**src/rtl/serial_frame_receiver.sv**
```systemverilog
// Serial frame receiver: start bit, DATA_W data bits LSB-first, optional even parity, stop bit.
// The assembled word is offered on a valid/ready buffer; errors and overruns are one-cycle pulses.
module serial_frame_receiver #(
  parameter int DATA_W    = 8,
  parameter int PARITY_EN = 1
) (
  input  logic              clk,
  input  logic              rst,
  input  logic              SI,
  output logic [DATA_W-1:0] data_out,
  output logic              valid,
  input  logic              ready,
  output logic              frame_err,
  output logic              parity_err,
  output logic              overrun
);

  // state  | meaning
  // IDLE   | waiting for a start bit (SI=1)
  // DATA   | shifting in DATA_W data bits, LSB first
  // PARITY | sampling the even-parity bit
  // STOP   | sampling the stop bit and classifying the frame
  typedef enum logic [1:0] {IDLE, DATA, PARITY, STOP} state_t;

  localparam int CNT_W = (DATA_W > 2) ? $clog2(DATA_W) : 1;

  state_t             state;
  logic [DATA_W-1:0]  sr;
  logic [CNT_W-1:0]   cnt;
  logic               par_acc;
  logic               par_bad;

  always_ff @(posedge clk or negedge rst) begin
    if (!rst) begin
      state      <= IDLE;
      sr         <= '0;
      cnt        <= '0;
      par_acc    <= 1'b0;
      par_bad    <= 1'b0;
      data_out   <= '0;
      valid      <= 1'b0;
      frame_err  <= 1'b0;
      parity_err <= 1'b0;
      overrun    <= 1'b0;
    end else begin
      frame_err  <= 1'b0;
      parity_err <= 1'b0;
      overrun    <= 1'b0;
      if (valid && ready)
        valid <= 1'b0;

      case (state)
        IDLE: begin
          if (SI) begin
            cnt     <= '0;
            par_acc <= 1'b0;
            par_bad <= 1'b0;
            state   <= DATA;
          end
        end
        DATA: begin
          sr      <= {SI, sr[DATA_W-1:1]};
          cnt     <= cnt + 1'b1;
          par_acc <= par_acc ^ SI;
          if (cnt == CNT_W'(DATA_W - 1))
            state <= (PARITY_EN != 0) ? PARITY : STOP;
        end
        PARITY: begin
          par_bad <= (SI != par_acc);
          state   <= STOP;
        end
        STOP: begin
          state <= IDLE;
          // A bad stop bit outranks a parity error; a good word may load into a buffer being drained now.
          if (SI)
            frame_err <= 1'b1;
          else if (par_bad)
            parity_err <= 1'b1;
          else if (!valid || ready) begin
            data_out <= sr;
            valid    <= 1'b1;
          end else
            overrun <= 1'b1;
        end
        default: state <= IDLE;
      endcase
    end
  end

endmodule

```
**config.mk**
```make
export PLATFORM = sky130hd
export DESIGN_NAME = serial_frame_receiver
export DESIGN_NICKNAME = d
export VERILOG_FILES = /design/src/rtl/serial_frame_receiver.sv
export SDC_FILE = /design/constraint.sdc
export NUM_CORES = 1
export LEC_CHECK = 0
export CAP_MARGIN = 20
export CORE_MARGIN = 1.5
export CORE_UTILIZATION = 42
export CTS_CLUSTER_DIAMETER = 200
export DETAILED_ROUTE_END_ITERATION = 7
export PLACE_DENSITY = 0.61
export SYNTH_ARGS = -nofsm -noshare
export SYNTH_HDL_FRONTEND = slang
export SYNTH_SLANG_ARGS = --single-unit
```
**constraint.sdc**
```tcl
create_clock -name clk -period 3.8 [get_ports clk]
set_input_delay 0.76 -clock clk [delete_from_list [all_inputs] [get_ports clk]]
set_output_delay 0.76 -clock clk [all_outputs]
set_load 0.05 [all_outputs]
```
* Word-level counts from Yosys, hierarchy flattened
Index checks and enable logic that the tools add are counted.
** Word-level totals
- Bits in registers :: 27
- Input bits :: 4
- Logic and storage cells :: 53
** Operators by class
- Add/subtract/negate cells :: 1
- Equality and inequality tests :: 7
- Muxes and demuxes :: 22
- Bitwise gates (word level) :: 3
- Reduce and logical (&&, ||, !) cells :: 10
** Operator list (count)
- $mux W1 :: 15
- $pmux W2 S4 :: 1
- $pmux W3 S2 :: 1
- $reduce_and A2 Y1 :: 3
- $eq A2 B2 Y1 const B :: 2
- $mux W2 :: 2
- $ne A2 B2 Y1 const B :: 2
- $pmux W1 S2 :: 2
- $reduce_and A4 Y1 :: 1
- $reduce_bool A2 Y1 :: 2
- $add A3 B1 Y3 const B :: 1
- $eq A3 B3 Y1 const B :: 1
- $mux W3 :: 1
- $eq A2 B1 Y1 const B :: 1
- $logic_not A2 Y1 :: 1
- $not A1 Y1 :: 2
- $logic_and A1 B1 Y1 :: 1
- $logic_not A1 Y1 :: 1
- $logic_or A1 B1 Y1 :: 1
- $ne A1 B1 Y1 :: 1
- $xor A1 B1 Y1 :: 1

* Longest topological paths before layout
Gate-level depths: netlist of run 1.
- Word-level depth :: 6
- Gate-level depth with buffers :: 5

* Worst setup path before layout of run 1
OpenSTA, ideal clock, no wires.
- Path type :: input to register
- From :: input port ready
- To :: register data_out[0]
- Setup time :: 125 ps
- Arrival time :: 1430 ps
- Setup slack :: 2246 ps
- Stages on the path :: 3
- Cells stage by stage :: nand2b_1 -> nand3_4 -> mux2_2
** On the way
- Longest elaborated chain between the ends :: 2
** Ends and longest elaborated chain
- start, declared :: RTL line 12 : input logic ready,
- $logic_or A1 B1 Y1 :: RTL line 79 : else if (!valid || ready) begin
- $reduce_and A4 Y1 (no line)
- end signal, assigned :: RTL line 80 : data_out <= sr;
- end, declared :: RTL line 10 : output logic [DATA_W-1:0] data_out,
Every way passes these cells.
A chain may end at the register's enable or synchronous reset.

* Worst setup path after layout of run 1
- From :: register data_out[5]
- To :: output port data_out[5]
No word-level cell between the ends.

==> out/metrics.cfg, run 1 <==
[drt]
routedWlPerCell_microns = 12.9
firstDrtPassIters = 4
num_vias = 652
drt_iter0_drc = 3
routed_wl_microns = 1650
ant_nets = 0
vias_per_cell = 5.09
drc = 0

[critical_path]
reg2reg_from = state[1]$_DFFE_PN0P_
critPathTopFamily = buffers and inverters
crit_arrival_ns = 1.49
crit_type = reg2out
r2r-end = state[1]$_DFFE_PN0P_
required_ns = 3.04
cp-startpoint = data_out[5]$_DFFE_PN0P_
reg2regPathDepth = 5
cp-start-kind = flip-flop
crit_end = data_out[5]
crit_cells = 1
end_kind = output pin
max_stage_delay_ns = 0.80
cp.buffers_inverters = 1
cp_max_fo = 2
crit_slowest_cell = clkdlybuf4s50_1
ff2ff_setup_slack_ns = 2.05
path_cells = clkdlybuf4s50_1

[synthesis]
netlist.area_leader.share_pct = 59.2
synthTopCellsByArea = dfrtp_1 59%, mux2_2 17%, ha_1 6.6%
synth_top_cells_by_count = 27 x dfrtp_1, 17 x mux2_2, 6 x ha_1
synth_cell_types = 20
synth-seq-cells = 27
synth_largest_area_cell = dfrtp_1
synthArstFlopShare_pct = 100
avgSynthCellArea_sq_um = 14.4
yosys_warnings = 0
synthCells = 79
synthesis.nets = 89
yosysMostFrequentCell = dfrtp_1
ys_seq_area_share_pct = 59.2
synth-main-ff-cell = dfrtp_1
synth_enable_flop_cells = 0
syn-cell-area_sq_um = 1140

[grt]
grt_max_degree = 28
grt_util_all_layers_pct = 12.6
grtUsageMet3_pct = 2.42
gr-total-overflow = 0
grt_pass1_vias = 592
antenna_found_initial = 0
top_usage_layer = met2
groute.layer.met1.usage_pct = 17.7
globalRouteMet2Util_pct = 18.5
grt_pass1_wl_microns = 2660

[cts]
clockBufferDepth = 2
cts_buffers = 3
cts.clk_slew.worst_paths_ns = 0.15
cts_root_buffer = clkbuf_4
cts_resized = 0
clkSinkCount = 27
cts_tree = done
htree_levels = 1
cts_hold_buf = 0
cts_setup_buffers = 0
clock_latency_ns = 0.32

[timing]
finalCriticalPeriod_ns = 2.25
tns_ns = 0
slew_headroom_pct = 62.8
fmax_mhz = 444
setup_viol = 0
hold_viol = 0
rsz0062_at_grt = no
fin_skew_ns = 0.00392
post-route-period-util_pct = 59.3
drv_slew = 0
worst_pin_slew_ns = 0.558

[flow_run]
drv_cap = 0

[place]
port_buffers = 15
place_congestion = 0.686
place.detailed.hpwl_microns = 1130

[die]
die_h_microns = 55.1
ios = 16
dieArea_sq_um = 3040
core_area_sq_um = 2520
rows = 18
dieWidth_microns = 55.1
start_util_pct = 45.2

[layout]
ff_latch_area_sq_um = 676
antenna_cells = 0
layout-drive-gt1-share_pct = 24.5
finalNetCount = 109
nFillCells = 233
multi_input_area_sq_um = 453
area_growth_syn_to_layout_pct = 19.3

[pwr]
powerDensity_nw_per_um2 = 908
leakagePower_uw = 0.000614
vdd_drop_max_uv = 510
power.total_uw = 1240

[min_path]
min_path_cells = 1
hp-class = reg2reg

[run_status]
status = finished, final reports clean

[placed cells by master, fill, tap and decap left out, drive strengths merged, types with 2 or more instances in the layout]
master and n:
dfrtp 27, mux2 17, clkdlybuf4s50 15, ha 6
nand2 4, nor2b 3, o21ai 3, clkbuf 3
nor2 3, inv 2, nand2b 2, mux2i 2
a32o 2
[cells by family (layout without fill, tap and decap cells)]
kind of cell,count (synthesis),count (layout),synth area share (%)
flops,27,27,59.2
mux,19,19,18.5
simple gates,16,16,9.21
compound gates,8,8,5.37
fa+ha+maj,6,6,6.58
buf+inv,3,22,1.10
[power by group]
| part | switching [uW] | internal (uW) |
|---|---|---|
| registers | 80.2 | 415 |
| clock network | 86.0 | 40.2 |
| logic | 340 | 275 |
| total | 506 | 730 |
[registers in the layout, summed over array words and instances, names as in the netlist]
signal and cells:
parity_err 1, overrun 1, sr 8, state 2
par_acc 1, par_bad 1, frame_err 1, valid 1
data_out 8, cnt 3
[per-layer routing]
| metal | vias to the layer above | wire [microns] | share of wire (%) |
|---|---|---|---|
| met5 | - | 0 | 0 |
| met2 | 13 | 706 | 43 |
| met4 | 0 | 29 | 1.8 |
| met3 | 4 | 64 | 3.9 |
| li1 | 315 | - | - |
| met1 | 320 | 848 | 51 |
[metrics by stage]
stage / instance area [sq um] / hold slack (ns) / setup WS (ns) / cells / util (%)
after floorplan: 1140 / 0.463 / 2.25 / 79 / -
after global placement: 1330 / 0.478 / 1.68 / 124 / 52.8
after detailed placement: 1330 / 0.495 / 1.63 / 124 / 52.8
after CTS: 1360 / 0.528 / 1.52 / 128 / 54.0
after global routing: 1360 / 0.539 / 1.47 / 128 / 54.0
final: 1360 / 0.521 / 1.55 / 128 / 54.0
[worst register-to-register path: stages (launching register included)]
cell and delay, ns:
dfrtp_1 0.44, inv_1 0.09, ha_1 0.51, nor2b_1 0.26, nor2_1 0.09, mux2_2 0.27
[how the worst min path moves through the flow]
stage / from / to / slack [ns]
after floorplan: rst / cnt[0]$_DFFE_PN0P_ / 0.46
after global placement: cnt[1]$_DFFE_PN0P_ / cnt[1]$_DFFE_PN0P_ / 0.48
after detailed placement: data_out[2]$_DFFE_PN0P_ / data_out[2]$_DFFE_PN0P_ / 0.49
after CTS: cnt[0]$_DFFE_PN0P_ / cnt[0]$_DFFE_PN0P_ / 0.53
after global routing: cnt[2]$_DFFE_PN0P_ / cnt[2]$_DFFE_PN0P_ / 0.54
final: data_out[4]$_DFFE_PN0P_ / data_out[4]$_DFFE_PN0P_ / 0.52
[layout make-up]
cell class              instances  share of cell area, %
clock buffers                   3                   1.65
flip-flops and latches         27                   49.6
inverters                       2                  0.551
clock inverters                 1                  0.551
repair buffers                 16                   11.6
well taps                      30                   2.76
multi-input cells              49                   33.3
(Power assumes the default switching activity.)
==> run 2, diff against run 1 <==
PLACE_DENSITY = 0.63   (was 0.61)
clock period = 1.9 ns   (was 3.8 ns; I/O delays follow)
==> run 2 against run 1 <==
Clock power up 93%. Register-to-register slack worse by 1.7 ns. Cell count up 0.78%. Non-clock buffer count up 1. Sequential power up 99%. Flip-flop and latch count unchanged. Critical path type unchanged. Clock skew up 0.0059 ns.
==> out/metrics.cfg, run 2 (same netlist as run 1, synthesis figures left out) <==
[flow_run]
drv_cap = 0  ; unchanged

[layout]
multi_input_area_sq_um = 453  ; unchanged
area_growth_syn_to_layout_pct = 22.1  ; was 19.3%
ff_latch_area_sq_um = 676  ; unchanged
final_cell_mix = 27 x dfrtp_1, 17 x mux2_2, 11 x dlymetal6s2s_1  ; was 27 x dfrtp_1, 17 x mux2_2, 15 x clkdlybuf4s50_1
final_common_cell = dfrtp_1  ; unchanged
fin_cells = 129  ; was 128
antenna_cells = 0  ; unchanged
layout-drive-gt1-share_pct = 25.3  ; was 24.5%
nFillCells = 208  ; was 233
finalNetCount = 110  ; was 109
reg_top3 = data_out x8, sr x8, cnt x3  ; unchanged

[cts]
cts_tree = done  ; unchanged
cts.clk_slew.worst_paths_ns = 0.15  ; about the same
htree_levels = 1  ; unchanged
cts_buffers = 3  ; unchanged
cts_root_buffer = clkbuf_4  ; unchanged
clockBufferDepth = 2  ; unchanged
clock_latency_ns = 0.32  ; about the same
clkSinkCount = 27  ; unchanged

[grt]
grt_max_degree = 28  ; unchanged
grt_util_all_layers_pct = 14.2  ; was 12.6%
antenna_found_initial = 0  ; unchanged
grt_pass1_wl_microns = 2970  ; was 2660 microns
gr-total-overflow = 0  ; unchanged
grt_pass1_vias = 682  ; was 592

[critical_path]
ff2ff_setup_slack_ns = 0.33  ; was 2.05 ns
required_ns = 1.52  ; was 3.04 ns
critPathTopFamily = buffers and inverters  ; unchanged
crit_type = reg2out  ; unchanged
path_cells = clkdlybuf4s50_1  ; unchanged
max_stage_delay_ns = 0.79  ; was 0.80 ns
crit_slowest_cell = clkdlybuf4s50_1  ; unchanged
end_kind = output pin  ; unchanged
cp-start-kind = flip-flop  ; unchanged
cp_max_fo = 1  ; was 2
cp.buffers_inverters = 1  ; unchanged
cp-startpoint = overrun$_DFF_PN0_  ; was data_out[5]$_DFFE_PN0P_
crit_arrival_ns = 1.46  ; was 1.49 ns
reg2reg_from = state[1]$_DFFE_PN0P_  ; unchanged

[timing]
worst_pin_slew_ns = 0.508  ; was 0.558 ns
post-route-period-util_pct = 96.7
setup_viol = 0  ; unchanged
fmax_mhz = 544
slew_headroom_pct = 66.1  ; was 62.8%
finalCriticalPeriod_ns = 1.84
hold_viol = 0  ; unchanged
rsz0062_at_grt = no  ; unchanged
tns_ns = 0  ; unchanged
fin_skew_ns = 0.00985  ; was 0.00392 ns
drv_slew = 0  ; unchanged
whs_ns = 0.397  ; was 0.521 ns

[min_path]
hp-class = in2async  ; was reg2reg

[drt]
drt_iter0_drc = 4  ; was 3
ant_nets = 0  ; unchanged
routed_wl_microns = 1730  ; was 1650 microns
wl_met2_microns = 799  ; was 706 microns
routedWlPerCell_microns = 13.4  ; was 12.9 microns
num_vias = 666  ; was 652
firstDrtPassIters = 4  ; unchanged
highest_layer = met4  ; unchanged
met3_length_microns = 85  ; was 64 microns
vias_per_cell = 5.16  ; was 5.09
drc = 0  ; unchanged
drt-met1-wl_microns = 809  ; was 848 microns

[die]
start_util_pct = 45.2  ; unchanged
core_area_sq_um = 2520  ; unchanged
dieArea_sq_um = 3040  ; unchanged
rows = 18  ; unchanged
ios = 16  ; unchanged
dieWidth_microns = 55.1  ; unchanged
die_h_microns = 55.1  ; unchanged

[place]
port_buffers = 15  ; unchanged
place_congestion = 0.696  ; was 0.686
place.detailed.hpwl_microns = 1200  ; was 1130 microns
place_inst = 125  ; was 124

[pwr]
leakagePower_uw = 0.000764  ; was 0.000614 uW
powerDensity_nw_per_um2 = 1770  ; was 908 nW/um^2
vdd_drop_max_uv = 1090  ; was 510 uV

[run_status]
status = finished, final reports clean  ; unchanged

-- run 2: worst paths after layout --
check | end | cells after the start
max reg2reg | state[1]$_DFFE_PN0P_ | 5
max in group asynchronous | par_bad$_DFFE_PN0P_ | 2
min reg2reg | cnt[0]$_DFFE_PN0P_ | 1
min in group clk | cnt[0]$_DFFE_PN0P_ | 1
max | overrun | 1
min | data_out[7]$_DFFE_PN0P_ | 2
-- run 2: layout make-up --
cell class | instances | area share, %
timing repair buffer | 17 | 13.8
sequential | 27 | 48.5
tap | 30 | 2.69
clock buffer | 3 | 1.62
clock inverter | 1 | 0.359
multi-input combinational | 49 | 32.5
inverter | 2 | 0.539
-- run 2: stage by stage --
stage          area [sq um]  util, %  total power, uW  setup WS, ns
3_3_place_gp           1340     53.1             2240         0.150
2_1_floorplan          1140        -             1900         0.485
3_5_place_dp           1340     53.1             2260         0.123
6_report               1390     55.3             2470        0.0622
4_1_cts                1370     54.2             2510       0.00888
5_1_grt                1390     55.3             2640        0.0103
-- run 2: repair_timing --
item	4_1_cts	5_1_grt
setup buffers	0	0
gates resized for setup	0	11
hold buffers	0	0
endpoints found under the setup margin	0	11
-- run 2: where the power goes --
part | switching (uW) | leakage, uW | internal [uW]
Clock | 165 | 0.0000177 | 78.8
Combinational | 689 | 0.000410 | 550
Sequential | 154 | 0.000337 | 830
Total | 1010 | 0.000764 | 1460
-- run 2: per-layer routing --
layer	vias up	GRT usage, %
met4	0	8.54
met1	327	16.6
met3	4	2.42
li1	320	-
met5	-	0
met2	15	24.2
==> run 3, diff against run 2 <==
PLACE_DENSITY = 0.66   (was 0.63)
==> run 3 against run 2 <==
Register-to-register slack about the same. Non-clock buffer count unchanged. Global-route usage down 0.13 points. Combinational power about the same. Power about the same. Cell count unchanged. Critical path depth unchanged. Final area down 0.63%. Die area unchanged. Via count unchanged. Critical endpoint is now parity_err. Highest routed layer unchanged.
==> out/metrics.cfg, run 3 (same netlist as run 1, synthesis figures left out) <==
[layout]
multi_input_area_sq_um = 453  ; unchanged
antenna_cells = 0  ; unchanged
area_growth_syn_to_layout_pct = 21.4  ; was 22.1%
finalNetCount = 110  ; unchanged
nFillCells = 233  ; was 208
fin_cells = 129  ; unchanged
final_area_sq_um = 1390  ; about the same
reg_top3 = data_out x8, sr x8, cnt x3  ; unchanged
ff_latch_area_sq_um = 676  ; unchanged
final_common_cell = dfrtp_1  ; unchanged
layout-drive-gt1-share_pct = 25.3  ; unchanged
final_cell_mix = 27 x dfrtp_1, 17 x mux2_2, 8 x dlymetal6s2s_1  ; was 27 x dfrtp_1, 17 x mux2_2, 11 x dlymetal6s2s_1
final_util_pct = 54.9  ; was 55.3%

[cts]
cts_hold_buf = 0  ; unchanged
cts_root_buffer = clkbuf_4  ; unchanged
cts_tree = done  ; unchanged
cts.clk_slew.worst_paths_ns = 0.14  ; was 0.15 ns
htree_levels = 1  ; unchanged
cts_setup_buffers = 0  ; unchanged
cts_buffers = 3  ; unchanged
clockBufferDepth = 2  ; unchanged
clkSinkCount = 27  ; unchanged
clock_latency_ns = 0.32  ; about the same

[place]
place_inst = 125  ; unchanged
port_buffers = 15  ; unchanged
place_congestion = 0.677  ; was 0.696
place.detailed.hpwl_microns = 1240  ; was 1200 microns
dpl-instance-area_sq_um = 1340  ; unchanged
place_ws_ns = 0.105  ; was 0.123 ns

[grt]
grt_pass1_wl_microns = 2990  ; was 2970 microns
grt_max_degree = 28  ; unchanged
antenna_found_initial = 0  ; unchanged
gr-total-overflow = 0  ; unchanged
grt_util_all_layers_pct = 14.1  ; was 14.2%
grt_pass1_vias = 686  ; was 682

[critical_path]
crit_slowest_cell = clkdlybuf4s50_1  ; unchanged
cp-startpoint = parity_err$_DFF_PN0_  ; was overrun$_DFF_PN0_
crit_arrival_ns = 1.45  ; was 1.46 ns
max_stage_delay_ns = 0.79  ; about the same
cp.buffers_inverters = 1  ; unchanged
cp_max_fo = 1  ; unchanged
end_kind = output pin  ; unchanged
cp-start-kind = flip-flop  ; unchanged
path_cells = clkdlybuf4s50_1  ; unchanged
reg2reg_from = state[1]$_DFFE_PN0P_  ; unchanged
required_ns = 1.52  ; about the same
critPathTopFamily = buffers and inverters  ; unchanged
crit_type = reg2out  ; unchanged

[pwr]
powerDensity_nw_per_um2 = 1780  ; was 1770 nW/um^2
vdd_drop_max_uv = 1050  ; was 1090 uV
leakagePower_uw = 0.000720  ; was 0.000764 uW

[timing]
fin_skew_ns = 0.00990  ; was 0.00985 ns
fin_ws_ns = 0.0711  ; was 0.0622 ns
tns_ns = 0  ; unchanged
rsz0062_at_grt = no  ; unchanged
setup_viol = 0  ; unchanged
slew_headroom_pct = 66.1  ; about the same
finalCriticalPeriod_ns = 1.83  ; was 1.84 ns
drv_slew = 0  ; unchanged
worst_pin_slew_ns = 0.508  ; about the same
hold_viol = 0  ; unchanged
post-route-period-util_pct = 96.3  ; was 96.7%
fmax_mhz = 547  ; was 544 MHz

[die]
ios = 16  ; unchanged
rows = 18  ; unchanged
dieArea_sq_um = 3040  ; unchanged
core_area_sq_um = 2520  ; unchanged
dieWidth_microns = 55.1  ; unchanged
start_util_pct = 45.2  ; unchanged
die_h_microns = 55.1  ; unchanged

[drt]
vias_per_cell = 5.16  ; unchanged
ant_nets = 0  ; unchanged
firstDrtPassIters = 2  ; was 4
routed_wl_microns = 1710  ; was 1730 microns
num_vias = 666  ; unchanged
drc = 0  ; unchanged
routedWlPerCell_microns = 13.2  ; was 13.4 microns
drt_iter0_drc = 3  ; was 4

[run_status]
status = finished, final reports clean  ; unchanged

[min_path]
hp-class = in2async  ; unchanged

[flow_run]
drv_cap = 0  ; unchanged

## run 3: path summary, 6_finish.rpt
check / end / slack [ns] / cells after the start
min reg2reg: data_out[3]$_DFFE_PN0P_ / 0.52 / 1
min in group clk: data_out[3]$_DFFE_PN0P_ / 0.52 / 1
max in group asynchronous: cnt[0]$_DFFE_PN0P_ / 1.24 / 2
min: data_out[6]$_DFFE_PN0P_ / 0.40 / 2
max: parity_err / 0.07 / 1
max reg2reg: state[1]$_DFFE_PN0P_ / 0.34 / 5
## run 3: through the flow
step / hold slack (ns) / total power (uW)
after floorplan: 0.0844 / 1900
after global placement: 0.479 / 2240
after detailed placement: 0.492 / 2280
after CTS: 0.403 / 2520
after global routing: 0.438 / 2640
final: 0.397 / 2460
## run 3: per-layer routing
metal	vias up	share of wire (%)	track usage, %
met2	11	51	24.6
met4	0	0.76	6.10
li1	322	-	-
met3	2	4.5	2.42
met5	-	0	0
met1	331	43	16.9
## run 3: area by class of cell
| cell class | count | share of cell area [%] |
|---|---|---|
| Tap cell | 30 | 2.71 |
| Clock inverter | 1 | 0.361 |
| Clock buffer | 3 | 1.63 |
| Timing Repair Buffer | 17 | 13.3 |
| Inverter | 2 | 0.542 |
| Multi-Input combinational cell | 49 | 32.7 |
| Sequential cell | 27 | 48.8 |
## run 3: what timing repair did
item | 4_1_cts | 5_1_grt
cloned | 0 | 0
resized for setup | 1 | 8
endpoints found under the setup margin | 1 | 8
## run 3: report_power, final
| group | switching (uW) | total [uW] | internal [uW] |
|---|---|---|---|
| sequential | 153 | 984 | 830 |
| combinational | 694 | 1240 | 547 |
| clock | 161 | 240 | 78.8 |
| total | 1010 | 2460 | 1460 |
